==> config.mk <==
export PLATFORM = sky130hd
export DESIGN_NAME = uart_rx32
export DESIGN_NICKNAME = d
export VERILOG_FILES = /design/src/rtl/uart_rx32.sv
export SDC_FILE = /design/constraint.sdc
export NUM_CORES = 1
export LEC_CHECK = 0
export ABC_AREA = 1
export ABC_CLOCK_PERIOD_IN_PS = 3430
export BUFFER_PORTS_ARGS = -buffer_cell sky130_fd_sc_hd__buf_2
export CAP_MARGIN = 15
export CORE_MARGIN = 2
export CORE_UTILIZATION = 54
export CTS_BUF_LIST = sky130_fd_sc_hd__clkbuf_16
export DETAILED_ROUTE_END_ITERATION = 7
export PLACE_DENSITY = 0.71
export SYNTH_ARGS = -nofsm -noshare
export SYNTH_HDL_FRONTEND = slang
export SYNTH_SLANG_ARGS = --single-unit
==> constraint.sdc <==
create_clock -name clk -period 3.43 [get_ports clk]
set_input_delay 0.343 -clock clk [delete_from_list [all_inputs] [get_ports clk]]
set_output_delay 0.343 -clock clk [all_outputs]
set_load 0.01 [all_outputs]
==> src/rtl/uart_rx32.sv <==
// uart_rx32: 8N1 deframer packing four LSB-first bytes into a 32-bit word
// ports: clk, reset (sync, active-high), rx (async serial, idle high),
//        dato (last full word), listo (word-valid pulse), err_frame (bad stop pulse),
//        busy (frame in progress or partial word held)
module uart_rx32 #(
  parameter int CLKS_PER_BIT = 868,
  parameter int TIMEOUT_BITS = 20
) (
  input  logic        clk,
  input  logic        reset,
  input  logic        rx,
  output logic [31:0] dato,
  output logic        listo,
  output logic        err_frame,
  output logic        busy
);
  localparam int CW = $clog2(CLKS_PER_BIT);
  localparam int TO = TIMEOUT_BITS * CLKS_PER_BIT;
  localparam int IW = $clog2(TO + 1);
  typedef enum logic [1:0] {IDLE, START, DATA, STOP} state_t;
  state_t state, state_n;
  logic [1:0] sync;
  logic rx_s;
  logic [CW-1:0] clk_cnt;
  logic [2:0] bit_idx;
  logic [7:0] sh;
  logic [23:0] word;
  logic [1:0] byte_cnt;
  logic [IW-1:0] idle_cnt;
  logic brk;
  logic mid, full, tout;
  assign rx_s = sync[1];
  assign mid  = clk_cnt == CW'(CLKS_PER_BIT / 2 - 1);
  assign full = clk_cnt == CW'(CLKS_PER_BIT - 1);
  assign tout = state == IDLE && byte_cnt != 2'd0 && idle_cnt == IW'(TO - 1);
  assign busy = state != IDLE || byte_cnt != 2'd0;
  always_comb begin
    state_n = state;
    case (state)
      IDLE:    state_n = (!rx_s && !brk) ? START : IDLE;
      START:   state_n = mid ? (rx_s ? IDLE : DATA) : START;
      DATA:    state_n = (full && bit_idx == 3'd7) ? STOP : DATA;
      STOP:    state_n = full ? IDLE : STOP;
      default: state_n = IDLE;
    endcase
  end
  always_ff @(posedge clk) begin
    if (reset) begin
      sync      <= 2'b11;
      state     <= IDLE;
      clk_cnt   <= '0;
      bit_idx   <= '0;
      sh        <= '0;
      word      <= '0;
      byte_cnt  <= '0;
      idle_cnt  <= '0;
      brk       <= 1'b0;
      dato      <= '0;
      listo     <= 1'b0;
      err_frame <= 1'b0;
    end else begin
      sync      <= {sync[0], rx};
      state     <= state_n;
      listo     <= 1'b0;
      err_frame <= 1'b0;
      clk_cnt   <= (state == IDLE || (state == START && mid) || full) ? '0 : clk_cnt + 1'b1;
      idle_cnt  <= (state == IDLE && byte_cnt != 2'd0 && !tout) ? idle_cnt + 1'b1 : '0;
      if (state == START) bit_idx <= '0;
      if (state == DATA && full) begin
        sh      <= {rx_s, sh[7:1]};
        bit_idx <= bit_idx + 1'b1;
      end
      if (rx_s) brk <= 1'b0;
      if (tout) byte_cnt <= '0;
      // a low stop bit arms the break latch so a held-low line yields a single error
      if (state == STOP && full) begin
        if (rx_s) begin
          byte_cnt <= byte_cnt + 1'b1;
          if (byte_cnt == 2'd3) begin
            dato  <= {sh, word};
            listo <= 1'b1;
          end else begin
            word[{byte_cnt, 3'b000} +: 8] <= sh;
          end
        end else begin
          err_frame <= 1'b1;
          byte_cnt  <= '0;
          brk       <= 1'b1;
        end
      end
    end
  end
endmodule

# == After elaboration in Yosys (flattened, before gate mapping) ==
# Cells that the tools add are included.
# op_classes
n_mux,17
n_shift,2
order_cmp,0
div,0
n_eq_ne,8
mul,0
bitwise_logic,4
add_sub_neg,5
n_reduce_logical,25
# op_table
cell,n
$bwmux 24,1
$shift 8x7->24 const A,1
$shiftx 8x7->24,1
$add 15x1->15 const B,1
$eq 15x15->1 const B,1
$mux 2,6
$add 10x1->10 const B,1
$eq 10x10->1 const B,1
$eq 10x9->1 const B,1
$logic_and 1x1->1,8
$pmux 2 s4,1
$reduce_bool 2->1,4
$mux 1,7
$neg 5->7,1
$eq 2x2->1 const B,3
$mux 3,2
$reduce_and 3->1,2
$reduce_or 2->1,3
$not 1->1,4
$add 3x1->3 const B,1
$eq 3x3->1 const B,1
$logic_not 1->1,3
$logic_or 1x1->1,3
$reduce_or 3->1,1
3 further kinds,3
# word_totals
input_bits,3
latch_bits,0
register_bits,101
word_cells,73
mem_bits_rw,0
n_memories,0
rom_bits,0

# == Logic depth before layout (Yosys ltp) ==
# Gate-level depths: netlist of run 1.
# depth
word_depth,7
mapped_depth,10

# == Least setup slack after synthesis of run 1 ==
# No wires, ideal clock.
# synth_path
path_kind,register to register
from,register byte_cnt[0]
to,register word[4]
required_ps,3366
path_stages_with_launch,9
arrival_time_ps,1557
path_slack_ps,1809
cell_sequence,dfxtp_1 inv_1 ha_1 buf_2 nor3b_2 nand2_1 nand3_1 nand2_1 nor2_1
# synth_between
elab_chain_len,3
elab_cells_between_ends,7
classes_between,1 x add/sub; 1 x eq/ne; 2 x shift; 1 x mux; 1 x bitwise; 1 x reduce/logical
# synth_rtl
item,line_no,text
from (decl),28,logic [1:0] byte_cnt;
from (signal assigned),78,byte_cnt <= byte_cnt + 1'b1;
$neg 5->7 or $eq 2x2->1 (tied branches),"83, 79",
$shiftx 8x7->24 (tied with other cells),83,"word[{byte_cnt, 3'b000} +: 8] <= sh;"
$bwmux 24 or $reduce_and 3->1 (tied branches),-,
"to (signal, indexed assignment)",83,
to (decl),27,logic [23:0] word;
# Parallel ways exist; a longest one is shown, timed or not.
# A chain may end at the register's enable or synchronous reset.

# == Final worst setup path of run 1 ==
# layout_path
from,register clk_cnt[0]
to,register dato[0]
# layout_between
elab_chain_len,3
# layout_rtl
item,line_no,text
from (decl),24,logic [CW-1:0] clk_cnt;
from (signal assigned),66,clk_cnt <= (state == IDLE || (state == START && mid) || full) ? '0 : clk_cnt + 1'b1;
$eq 10x10->1,34,assign full = clk_cnt == CW'(CLKS_PER_BIT - 1);
$logic_and 1x1->1,76,if (state == STOP && full) begin
$reduce_and 3->1 (no line),-,
to (signal assigned),80,"dato <= {sh, word};"
to (decl),12,"output logic [31:0] dato,"
# Every way passes these cells.

==> impl_metrics.py, run 1 <==
metrics = {
    "status": {
        "status": "finished, final reports clean",
    },
    "clock_tree": {
        "cts.sinks": 101,
        "cts_inserted_buffers": 9,
        "cts_setup_buffers": 0,
        "clkLatencyLatePin_ns": 0.34,
        "cts-htree-levels": 3,
        "clk_pin_slew_worst_paths_ns": 0.07,
        "cts_tree": "done",
        "hold_buffers": 0,
        "cts_max_path_buffers": 2,
        "cts-root-buf": "clkbuf_16",
        "post_cts_resized": 0,
    },
    "detailed_routing": {
        "wl_um": 8620,
        "dr.pass1.iters": 4,
        "first_iter_violations": 195,
        "wire_per_inst_um": 12.0,
        "antenna_left": 0,
        "viasPerCell": 5.12,
        "drc": 0,
        "vias": 3674,
    },
    "timing": {
        "fin_skew_ns": 0.00702,
        "hold_ws_ns": 0.185,
        "min_period_ns": 2.20,
        "tns_ns": 0,
        "finalCritPeriodShare_pct": 64.1,
        "maxSlewHeadroom_pct": 29.5,
        "final_hold_viol_count": 0,
        "worst_pin_slew_ns": 1.06,
        "fmax_mhz": 455,
        "rsz0062_at_grt": "false",
        "worst_slack_ns": 1.23,
        "setup_viol": 0,
        "maxSlewViolCount": 0,
    },
    "worst_setup_path": {
        "crit_type": "flop to flop",
        "crit_arrival_ns": 2.47,
        "cp-end-kind": "flop",
        "cp-start-kind": "flop",
        "r2r_cells": 7,
        "r2r-end": "dato[0]$_SDFFE_PP0P_",
        "crit_start": "clk_cnt[0]$_SDFF_PP0_",
        "crit_end": "dato[0]$_SDFFE_PP0P_",
        "critPathRequiredTime_ns": 3.71,
        "crit-reg2reg-launch": "clk_cnt[0]$_SDFF_PP0_",
        "crit_fanout": 32,
        "r2r_setup_slack_ns": 1.23,
    },
    "pwr": {
        "power_density_mw_per_mm2": 463,
        "p_leak_nw": 2.03,
        "irDropWorstVdd_uv": 247,
    },
    "cells_and_area": {
        "final_nets": 625,
        "final_common_cell": "nor2_1",
        "area_growth_pct": 11.4,
        "layout_common_cells": "nor2_1, dfxtp_1, nand2_1",
        "num_antenna_cells": 0,
        "drive_gt1_share_pct": 14.3,
    },
    "grt": {
        "grt_overflow": 0,
        "grt_usage_pct": 21.1,
        "grt_max_degree": 67,
        "grt_antenna_before_repair": 0,
        "grt_pass1_vias": 3502,
        "grt_first_pass_wirelength_um": 15200,
    },
    "hold_path": {
        "hold_path_class": "primary input to flop",
        "holdPathStages": 2,
        "hold_start": "rx",
    },
    "synth": {
        "yosys.area_share.simple_pct": 36.0,
        "synth.area.mux_share_pct": 0,
        "synth.avg_cell_area_sq_um": 7.47,
        "synth_top_family_by_area": "simple AND/OR/NAND/NOR gates",
        "postSynthNetCount": 599,
        "synth_seq_cells": 101,
        "synth_xor_area_share_pct": 1.40,
        "ys_types": 30,
        "synth-seq-area-share_pct": 46.2,
        "syn_inst": 586,
        "ys.warnings.count": 0,
        "netlist_area_sq_mm": 0.00438,
        "synthAdderAreaFrac_pct": 2.86,
        "synth_compound_area_share_pct": 7.20,
    },
    "placement": {
        "globalplace.congestion": 0.832,
        "portBuffers": 37,
        "pre_cts_ws_ns": 1.23,
        "dp_hpwl_um": 5780,
    },
    "floorplanning": {
        "dieArea_sq_mm": 0.00884,
        "rows": 32,
        "io_pins": 38,
        "die_h_um": 94.0,
        "die_x_um": 94.0,
        "core_area_sq_mm": 0.00781,
        "initial_core_util_pct": 56.1,
    },
    "job": {
        "drv_cap": 0,
    },
}
[where the power goes]
part           internal [mW]  leakage, nW  switching (mW)  total, mW
combinational        0.00840         1.07          0.0197     0.0281
clock                  0.635        0.153           0.419       1.05
sequential              1.17        0.814         0.00166       1.18
total                   1.82         2.03           0.440       2.26
[synthesized netlist by cell type]
cell | count | share of area [%]
a21oi_2 | 2 | 0.40
nand2_1 | 80 | 6.9
nand3b_1 | 1 | 0.17
nand4_2 | 1 | 0.29
nor2_1 | 152 | 13
dfxtp_1 | 101 | 46
nand4_4 | 1 | 0.49
nand4_1 | 5 | 0.71
xor2_1 | 7 | 1.4
o21ai_0 | 42 | 4.8
buf_1 | 2 | 0.17
buf_6 | 4 | 1.0
ha_1 | 10 | 2.9
a21oi_1 | 15 | 1.7
nand3_2 | 2 | 0.46
nor3b_1 | 2 | 0.34
clkbuf_1 | 8 | 0.69
nand2_4 | 1 | 0.26
inv_1 | 38 | 3.3
or2_2 | 5 | 0.71
buf_2 | 7 | 0.80
nor2_4 | 8 | 2.1
nand3_1 | 57 | 6.5
nor3_1 | 15 | 1.7
o21ai_1 | 1 | 0.11
nor2_2 | 13 | 1.9
nand2_2 | 2 | 0.29
nor3b_2 | 1 | 0.29
buf_4 | 2 | 0.34
o21a_1 | 1 | 0.17
[sequential cells by signal, summed over array words and instances, names as in the netlist, 2 cells and up]
name,count
dato,32
byte_cnt,2
bit_idx,3
word,24
clk_cnt,10
sh,8
state,2
idle_cnt,15
sync,2
[worst max-delay path, cell delays in order (launching register included)]
cell and delay (ns):
dfxtp_1 0.37, ha_1 0.22, nand2_1 0.11, nor2_1 0.12, nand4_1 0.14, nor2_2 0.84, o21ai_0 0.20, nor2_1 0.14
[metal layers]
layer / global-route usage [%] / up-vias / share of wire (%)
met2: 35.2 / 60 / 45
met1: 27.0 / 1671 / 50
met5: 0 / - / 0
li1: - / 1933 / -
met4: 7.25 / 0 / 1.0
met3: 4.57 / 10 / 3.7
[area by class of cell]
| type | instances | area (sq um) |
|---|---|---|
| clock inverters | 6 | 86.3 |
| repair buffers | 38 | 193 |
| multi-input cells | 424 | 2080 |
| inverters | 38 | 143 |
| well taps | 102 | 128 |
| fillers | 732 | 2930 |
| flip-flops and latches | 101 | 2020 |
| clock buffers | 9 | 225 |
[cells by family (layout without fill, tap and decap cells)]
logic type	after synthesis	after routing
compound gates	61	61
xor+xnor	7	7
fa+ha+maj	10	10
buf+inv	61	91
flops	101	101
simple gates	346	346
[worst min path at each step]
stage | to
after floorplan | sync[1]$_SDFF_PP1_
after global placement | sync[1]$_SDFF_PP1_
after detailed placement | sync[1]$_SDFF_PP1_
after CTS | sync[0]$_SDFF_PP1_
after global routing | sync[0]$_SDFF_PP1_
final | sync[0]$_SDFF_PP1_
[metrics by stage]
step	cell area, sq um	util [%]	instances	power [mW]
2_1_floorplan	4380	-	586	1.22
3_5_place_dp	4560	58.5	703	1.23
3_3_place_gp	4560	58.5	703	1.23
6_report	4880	62.5	718	2.26
5_1_grt	4880	62.5	718	2.33
4_1_cts	4880	62.5	718	2.28
(Power assumes the default switching activity.)
==> run 2: changes to the inputs <==
--- a/config.mk
+++ b/config.mk
@@ -6,14 +6,14 @@
 export NUM_CORES = 1
 export LEC_CHECK = 0
 export ABC_AREA = 1
-export ABC_CLOCK_PERIOD_IN_PS = 3430
+export ABC_CLOCK_PERIOD_IN_PS = 1900
 export BUFFER_PORTS_ARGS = -buffer_cell sky130_fd_sc_hd__buf_2
 export CAP_MARGIN = 15
 export CORE_MARGIN = 2
-export CORE_UTILIZATION = 54
+export CORE_UTILIZATION = 53
 export CTS_BUF_LIST = sky130_fd_sc_hd__clkbuf_16
 export DETAILED_ROUTE_END_ITERATION = 7
-export PLACE_DENSITY = 0.71
+export PLACE_DENSITY = 0.73
 export SYNTH_ARGS = -nofsm -noshare
 export SYNTH_HDL_FRONTEND = slang
 export SYNTH_SLANG_ARGS = --single-unit
==> constraint.sdc (replaced) <==
create_clock -name clk -period 1.9 [get_ports clk]
set_input_delay 0.19 -clock clk [delete_from_list [all_inputs] [get_ports clk]]
set_output_delay 0.19 -clock clk [all_outputs]
set_load 0.01 [all_outputs]
==> run 2 against run 1 <==
Compared with the run above:
- setup slack got worse by 1.1 ns
- final area increased by 1.6%
- clock power increased by 74%
- largest cell class unchanged
- register-to-register slack got worse by 1.1 ns
- global-route usage decreased by 0.14 points
- non-clock buffer count increased by 8
- hold slack got worse by 0.15 ns
- final cell count increased by 1.7%
- sequential share of layout area decreased by 0.67 points
- fmax increased by 21%
- count of clock-buffer cells in the layout unchanged
==> impl_metrics.py, run 2 (same netlist as run 1, synthesis figures left out) <==
metrics = {
    "placement": {
        "pre_cts_ws_ns": 0.0824,
        "portBuffers": 37,
        "placed_area_sq_mm": 0.00463,
        "globalplace.congestion": 0.868,
        "dp_hpwl_um": 6070,
        "dp.cells": 712,
    },
    "worst_setup_path": {
        "cp-end-kind": "flop",
        "crit_top_cell": "nand2_1",
        "crit_arrival_ns": 2.09,
        "cpPeakStageDelay_ns": 0.44,
        "crit_fanout": 8,
        "crit_chain": "inv_1, ha_1, nor3b_2, nand2_1, nand3_1, nand2_1, nor2_1",
        "cpMaxStageDelayCell": "dfxtp_1",
        "cp-start-kind": "flop",
        "r2r_setup_slack_ns": 0.09,
        "crit_type": "flop to flop",
        "critPathRequiredTime_ns": 2.18,
    },
    "timing": {
        "setup_viol": 0,
        "rsz0062_at_grt": "true",
        "maxSlewHeadroom_pct": 68.4,
        "finalCritPeriodShare_pct": 95.4,
        "maxSlewViolCount": 0,
        "hold_ws_ns": 0.0375,
        "worst_pin_slew_ns": 0.472,
        "fmax_mhz": 552,
        "final_hold_viol_count": 0,
        "fin_skew_ns": 0.00926,
        "worst_slack_ns": 0.0873,
        "min_period_ns": 1.81,
    },
    "cells_and_area": {
        "reg_top3": "dato: 32 flops, word: 24 flops, idle_cnt: 15 flops",
        "drive_gt1_share_pct": 15.7,
        "num_antenna_cells": 0,
        "layout_common_cells": "nor2_1, dfxtp_1, nand2_1",
        "largest_reg_flops": 32,
        "post-route-util_pct": 61.2,
        "final_cells": 730,
        "final_nets": 633,
        "area_growth_pct": 13.2,
        "final_area_sq_mm": 0.00496,
        "final_common_cell": "nor2_1",
        "top_register": "dato",
        "num-fill-cells": 744,
    },
    "detailed_routing": {
        "viasPerCell": 5.05,
        "wl_um": 8760,
        "drc": 0,
        "first_iter_violations": 228,
        "vias": 3683,
        "antenna_left": 0,
        "dr.pass1.iters": 4,
        "wire_per_inst_um": 12.0,
    },
    "hold_path": {
        "hold_path_class": "primary input to flop",
    },
    "clock_tree": {
        "cts_tree": "done",
        "cts.sinks": 101,
        "clkLatencyLatePin_ns": 0.34,
        "cts-root-buf": "clkbuf_16",
        "cts-htree-levels": 3,
        "clk_pin_slew_worst_paths_ns": 0.07,
        "hold_buffers": 0,
        "cts_max_path_buffers": 2,
        "cts_inserted_buffers": 9,
    },
    "grt": {
        "grt_max_degree": 66,
        "grt_pass1_vias": 3421,
        "grt_usage_pct": 21.0,
        "grt_first_pass_wirelength_um": 15000,
        "grt_overflow": 0,
        "grt_antenna_before_repair": 0,
    },
    "pwr": {
        "p_leak_nw": 2.04,
        "irDropWorstVdd_uv": 486,
        "power_density_mw_per_mm2": 808,
    },
    "floorplanning": {
        "die_h_um": 94.9,
        "initial_core_util_pct": 54.1,
        "io_pins": 38,
        "die_x_um": 94.9,
        "dieArea_sq_mm": 0.00900,
        "core_area_sq_mm": 0.00809,
        "rows": 33,
    },
    "job": {
        "drv_cap": 0,
    },
    "status": {
        "status": "finished, final reports clean",
    },
}
run 2: layout make-up:
cell class | count | area [sq um] | area share (%)
clock buffers | 9 | 225 | 4.54
inverters | 38 | 143 | 2.88
repair buffers | 46 | 269 | 5.43
well taps | 105 | 131 | 2.65
clock inverters | 7 | 75.1 | 1.51
multi-input cells | 424 | 2090 | 42.2
flip-flops and latches | 101 | 2020 | 40.8
run 2: critical path: cells and delay by family (launching register included):
kind | cells | cell delay, ns
fa+ha+maj | 1 | 0.35
buf+inv | 1 | 0.16
flops | 1 | 0.44
simple gates | 5 | 0.79
run 2: layer usage:
metal	share of wire (%)	track usage (%)	wire, um	vias up
li1	-	-	-	1946
met4	1.1	9.90	94	0
met3	3.2	3.43	278	9
met5	0	0	0	-
met1	47	26.7	4100	1672
met2	49	34.8	4290	56
run 2: metrics by stage:
stage               TNS, ns  power [mW]
CTS                       0        4.03
floorplan                 0        2.21
global placement          0        2.22
detailed placement        0        2.23
global route         -0.279        4.14
finish                    0        4.00
run 2: final timing paths:
path,end,cells after the start,from
worst min-delay path,sync[0]$_SDFF_PP1_,2,rx
worst min register to register,sync[1]$_SDFF_PP1_,1,sync[0]$_SDFF_PP1_
worst max register to register,word[6]$_SDFFE_PP0P_,7,byte_cnt[0]$_SDFFE_PP0P_
worst max-delay path,word[6]$_SDFFE_PP0P_,7,byte_cnt[0]$_SDFFE_PP0P_
run 2: repair_timing:
item                       in CTS  in global routing
resized for setup               0                  3
setup buffers                   0                  2
setup endpoints to repair       0                 44
run 2: power breakdown:
group          switching [mW]  total [mW]  leakage, nW  internal (mW)
combinational          0.0376      0.0555         1.09         0.0179
sequential            0.00286        2.12        0.814           2.12
clock                   0.801        1.83        0.137           1.02
